[src/rtl/wash_ctrl_multi.sv]
// wash_ctrl_multi: coin-started washer sequencer (FILL, WASH, N x RINSE, optional second pass, SPIN) with seconds prescaler
module wash_ctrl_multi #(
    parameter int CNT_W     = 32,
    parameter int SEC_BASE  = 1000000,
    parameter int FILL_SEC  = 120,
    parameter int WASH_SEC  = 300,
    parameter int RINSE_SEC = 120,
    parameter int SPIN_SEC  = 60,
    parameter int MAX_RINSE = 3,
    parameter int RW        = $clog2(MAX_RINSE + 1)
) (
    input  logic             clk,
    input  logic             rst,
    input  logic [1:0]       clk_freq,
    input  logic             coin_in,
    input  logic             double_wash,
    input  logic [RW-1:0]    rinse_cnt,
    input  logic             pause_in,
    input  logic             abort_in,
    output logic [2:0]       state,
    output logic             busy,
    output logic [CNT_W-1:0] sec_left,
    output logic             pass_idx,
    output logic             wash_done
);
    typedef enum logic [2:0] {IDLE = 3'd0, FILL = 3'd1, WASH = 3'd2, RINSE = 3'd3, SPIN = 3'd4} state_t;
    state_t state_q, state_d;
    logic [CNT_W-1:0] sec_q, sec_d, pre_q, pre_d, lim;
    logic [1:0] freq_q, freq_d;
    logic [RW-1:0] rin_q, rin_d, rc_q, rc_d;
    logic dbl_q, dbl_d, pass_q, pass_d, done_q, done_d, tick, run;
    assign lim  = CNT_W'(SEC_BASE) << freq_q;
    assign tick = pre_q == lim - CNT_W'(1);
    assign run  = !(state_q == SPIN && pause_in);
    always_comb begin
        state_d = state_q;
        sec_d   = sec_q;
        pre_d   = pre_q;
        freq_d  = freq_q;
        dbl_d   = dbl_q;
        rin_d   = rin_q;
        rc_d    = rc_q;
        pass_d  = pass_q;
        done_d  = 1'b0;
        if (state_q == IDLE) begin
            if (coin_in) begin
                state_d = FILL;
                sec_d   = CNT_W'(FILL_SEC);
                pre_d   = '0;
                freq_d  = clk_freq;
                dbl_d   = double_wash;
                rin_d   = rinse_cnt == '0 ? RW'(1) : rinse_cnt > RW'(MAX_RINSE) ? RW'(MAX_RINSE) : rinse_cnt;
                rc_d    = '0;
                pass_d  = 1'b0;
            end
        end else if (abort_in && state_q != SPIN) begin
            state_d = SPIN;
            sec_d   = CNT_W'(SPIN_SEC);
            pre_d   = '0;
        end else if (run) begin
            pre_d = tick ? '0 : pre_q + CNT_W'(1);
            if (tick && sec_q != CNT_W'(1)) begin
                sec_d = sec_q - CNT_W'(1);
            end else if (tick) begin
                // rc_q counts rinses already started in the current pass
                case (state_q)
                    FILL: begin
                        state_d = WASH;
                        sec_d   = CNT_W'(WASH_SEC);
                    end
                    WASH: begin
                        state_d = RINSE;
                        sec_d   = CNT_W'(RINSE_SEC);
                        rc_d    = RW'(1);
                    end
                    RINSE: begin
                        if (rc_q < rin_q) begin
                            sec_d = CNT_W'(RINSE_SEC);
                            rc_d  = rc_q + RW'(1);
                        end else if (dbl_q && !pass_q) begin
                            state_d = WASH;
                            sec_d   = CNT_W'(WASH_SEC);
                            pass_d  = 1'b1;
                        end else begin
                            state_d = SPIN;
                            sec_d   = CNT_W'(SPIN_SEC);
                        end
                    end
                    default: begin
                        state_d = IDLE;
                        sec_d   = '0;
                        rc_d    = '0;
                        pass_d  = 1'b0;
                        done_d  = 1'b1;
                    end
                endcase
            end
        end
    end
    always_ff @(posedge clk or posedge rst) begin
        if (rst) begin
            state_q <= IDLE;
            sec_q   <= '0;
            pre_q   <= '0;
            freq_q  <= '0;
            dbl_q   <= 1'b0;
            rin_q   <= '0;
            rc_q    <= '0;
            pass_q  <= 1'b0;
            done_q  <= 1'b0;
        end else begin
            state_q <= state_d;
            sec_q   <= sec_d;
            pre_q   <= pre_d;
            freq_q  <= freq_d;
            dbl_q   <= dbl_d;
            rin_q   <= rin_d;
            rc_q    <= rc_d;
            pass_q  <= pass_d;
            done_q  <= done_d;
        end
    end
    assign state     = state_q;
    assign busy      = state_q != IDLE;
    assign sec_left  = sec_q;
    assign pass_idx  = pass_q;
    assign wash_done = done_q;
endmodule

[config.mk]
export PLATFORM = sky130hd
export DESIGN_NAME = wash_ctrl_multi
export DESIGN_NICKNAME = d
export VERILOG_FILES = /design/src/rtl/wash_ctrl_multi.sv
export SDC_FILE = /design/constraint.sdc
export NUM_CORES = 1
export LEC_CHECK = 0
export CAP_MARGIN = 20
export CORE_ASPECT_RATIO = 1.25
export CORE_UTILIZATION = 40
export CTS_CLUSTER_DIAMETER = 60
export DETAILED_ROUTE_END_ITERATION = 7
export PLACE_DENSITY_LB_ADDON = 0.25
export SYNTH_ARGS = -nofsm -noshare
export SYNTH_HDL_FRONTEND = slang
export SYNTH_SLANG_ARGS = --single-unit
[constraint.sdc]
create_clock -name clk -period 3.91 [get_ports clk]
set_clock_uncertainty 0.05 [all_clocks]
set_input_delay 0.782 -clock clk [delete_from_list [all_inputs] [get_ports clk]]
set_output_delay 0.782 -clock clk [all_outputs]
set_load 0.01 [all_outputs]
==> results_dict.tcl <==
set metrics [dict create \
    status "complete, no violations" \
    grt_max_degree 35 \
    grt_pass1_vias 4082 \
    ys_seq_area_share_pct 41.8 \
    gp_congestion 0.860 \
    num_rows 43 \
    ys_warn_count 0 \
    setup_ws_ps 455 \
    yosysTopAreaCellShare_pct 41.8 \
    reg2reg_setup_slack_ps 450 \
    fillCellCount 1022 \
    finalSetupViolCount 0 \
    wl_um 11900 \
    final_cell_area_mm2 0.00555 \
    startpoint_type "register" \
    maxSlewViolCount 0 \
    cts_tree "done" \
    syn-instance-count 513 \
    cts_setup_buffers 0 \
    r2r_cells 7 \
    grt-ovfl-total 0 \
    hold_path_class "register to register" \
    startpoint "sec_left[15]" \
    drv_cap 0 \
    yosysTopAreaCell "dfrtp_1" \
    avgRoutedWirePerCell_um 16.8 \
    clock.fmax_ghz 0.289 \
    synth-main-ff-cell "dfrtp_1" \
    vias_per_cell 5.63 \
    async_reset_ff_share_pct 100 \
    firstDrtPassIters 5 \
    clock_latency_ps 350 \
    fin_crit_ps 3460 \
    clk_pin_slew_ps 60 \
    worstPathArrival_ps 3610 \
    synthesis.area_mm2 0.00455 \
    cts.sinks 76 \
    path_class "register to register" \
    root_buffer "clkbuf_16" \
    grt_first_pass_wirelength_um 20100 \
    io_buffers 47 \
    area_growth_pct 22.1 \
    yosys_register_bits 76 \
    final_nets 592 \
    placed_cell_area_mm2 0.00524 \
    fin_util_pct 50.1 \
    cts_resized 0 \
    fin_setup_tns_ps 0 \
    clk_path_buf_depth 2 \
    max_stage_delay_ps 660 \
    die_h_um 121 \
    hpwl_um 8770 \
    worstSetupEndpoint "state[2]" \
    layout-drive-gt1-share_pct 8.16 \
    dpl.cell_count 695 \
    num_io_pins 48 \
    cp_max_fo 16 \
    htree_levels 3 \
    dr_total_vias 4006 \
    path_cells "or4_1 > or4b_1 > or4_4 > a2111oi_4 > nor2_2 > nor2_4 > a21oi_1" \
    timing.rr.end "state[2]" \
    p_per_area_mw_per_mm2 542 \
    initial_utilization_pct 41.0 \
    power.leakage_nw 2.36 \
    worst-path-buf-inv 0 \
    rsz0062_at_grt "no" \
    drtIter0Drc 193 \
    ys_types 58 \
    pre_cts_slack_ps 481 \
    postRouteAntennaNets 0 \
    r2r_start "sec_left[15]" \
    antenna_cells 0 \
    dieArea_mm2 0.0118 \
    fp.coreArea_mm2 0.0111 \
    die_x_um 97.4 \
    ys_top_cells_by_area "dfrtp_1, nor2_1, xnor2_1, xor2_1, a21oi_1" \
    slowest_stage "or4b_1" \
    worst_pin_slew_ps 770 \
    numCtsBuffers 9 \
    fin_crit_sh_pct 88.4 \
    p_total_mw 3.01 \
    antenna_found_initial 0 \
    cts_hold_buf 0 \
    cp_num_cells 7 \
    finalNonFillerCells 711 \
    whs_ps 471 \
    end_kind "register" \
    critPathTopFamily "simple AND/OR/NAND/NOR gates" \
    syn_nets 534 \
    grt_util_all_layers_pct 21.5 \
    slew_headroom_pct 48.3 \
    ir_drop_mv 0.220 \
    synth_edf_count 0 \
    drcViolationCount 0 \
    hold_viol 0 \
    crit_required_ps 4070 \
    avgSynthCellArea_um2 8.87 \
]
-- registers in the layout, summed over array words and instances, names as in the netlist --
register	count
dbl_q	1
freq_q	2
pass_idx	1
pre_q	32
rc_q	2
rin_q	2
sec_left	32
state	3
wash_done	1
-- cell type report --
type,instances,area [um^2],share of cell area [%]
Clock inverter,6,87.6,1.58
Timing Repair Buffer,62,583,10.5
Inverter,16,60.1,1.08
Multi-Input combinational cell,406,2520,45.4
Tap cell,135,169,3.04
Sequential cell,76,1900,34.2
Clock buffer,10,229,4.12
-- worst min path at each step --
stage          slack (ps)  endpoint  start  cells after the start
2_1_floorplan         430     dbl_q  dbl_q                      1
3_3_place_gp          450     dbl_q  dbl_q                      1
3_5_place_dp          450     dbl_q  dbl_q                      1
4_1_cts               470     dbl_q  dbl_q                      1
5_1_grt               480     dbl_q  dbl_q                      1
6_report              470     dbl_q  dbl_q                      1
-- cell usage after synthesis (12+ instances only) --
cell	instances
a21oi_1	33
nor3_1	16
nor2_1	79
or3_1	15
xnor2_1	29
dfrtp_1	76
o21ai_0	23
inv_1	16
nand3_1	19
xor2_1	21
clkbuf_1	12
nand2_1	32
-- routing by layer --
metal | wire length [um] | part of all wire, % | track usage, % | up-vias
li1 | - | - | - | 1962
met1 | 5030 | 42 | 26.1 | 1899
met2 | 5950 | 50 | 36.2 | 115
met3 | 529 | 4.4 | 3.63 | 30
met4 | 415 | 3.5 | 12.2 | 0
met5 | 0 | 0 | 0 | -
-- logic make-up after synthesis --
logic type,synth area share (%)
simple gates,27.3
compound gates,14.3
flops,41.8
xor+xnor,9.63
buf+inv,2.75
fa+ha+maj,3.03
mux,1.16
-- cell usage in the layout, fill, tap and decap left out, types with 3 or more instances in the layout --
cell and n:
xnor2_1 29, clkdlybuf4s50_1 47, nand4_1 9, o22ai_1 3, a21oi_1 33, clkbuf_16 9, buf_4 15, o21ai_0 23
nand2_1 32, nor4b_1 3, dfrtp_1 76, and2_1 6, a2111oi_0 5, or2_2 5, or3_1 15, nor2_1 79
nor3_1 16, a31oi_1 4, o31ai_1 3, and3_1 11, nor4_1 9, inv_1 15, a22oi_1 3, ha_1 11
a22o_1 3, nand3_1 19, xor2_1 21, a211oi_1 5, or4_1 8, mux2i_1 3, nand2b_1 10, nor3b_1 4
or3b_2 3
-- worst reg2reg max path: cells and delay by family, from the launching register on --
kind / cells / cell delay [ps]
DFF: 1 / 420
and+or+nand+nor: 5 / 2300
AOI/OAI and AO/OA: 2 / 560
-- power breakdown --
part           internal (mW)  switching, mW
clock network          0.560          0.344
registers              0.866          0.123
logic                  0.408          0.709
(Power assumes the default switching activity.)
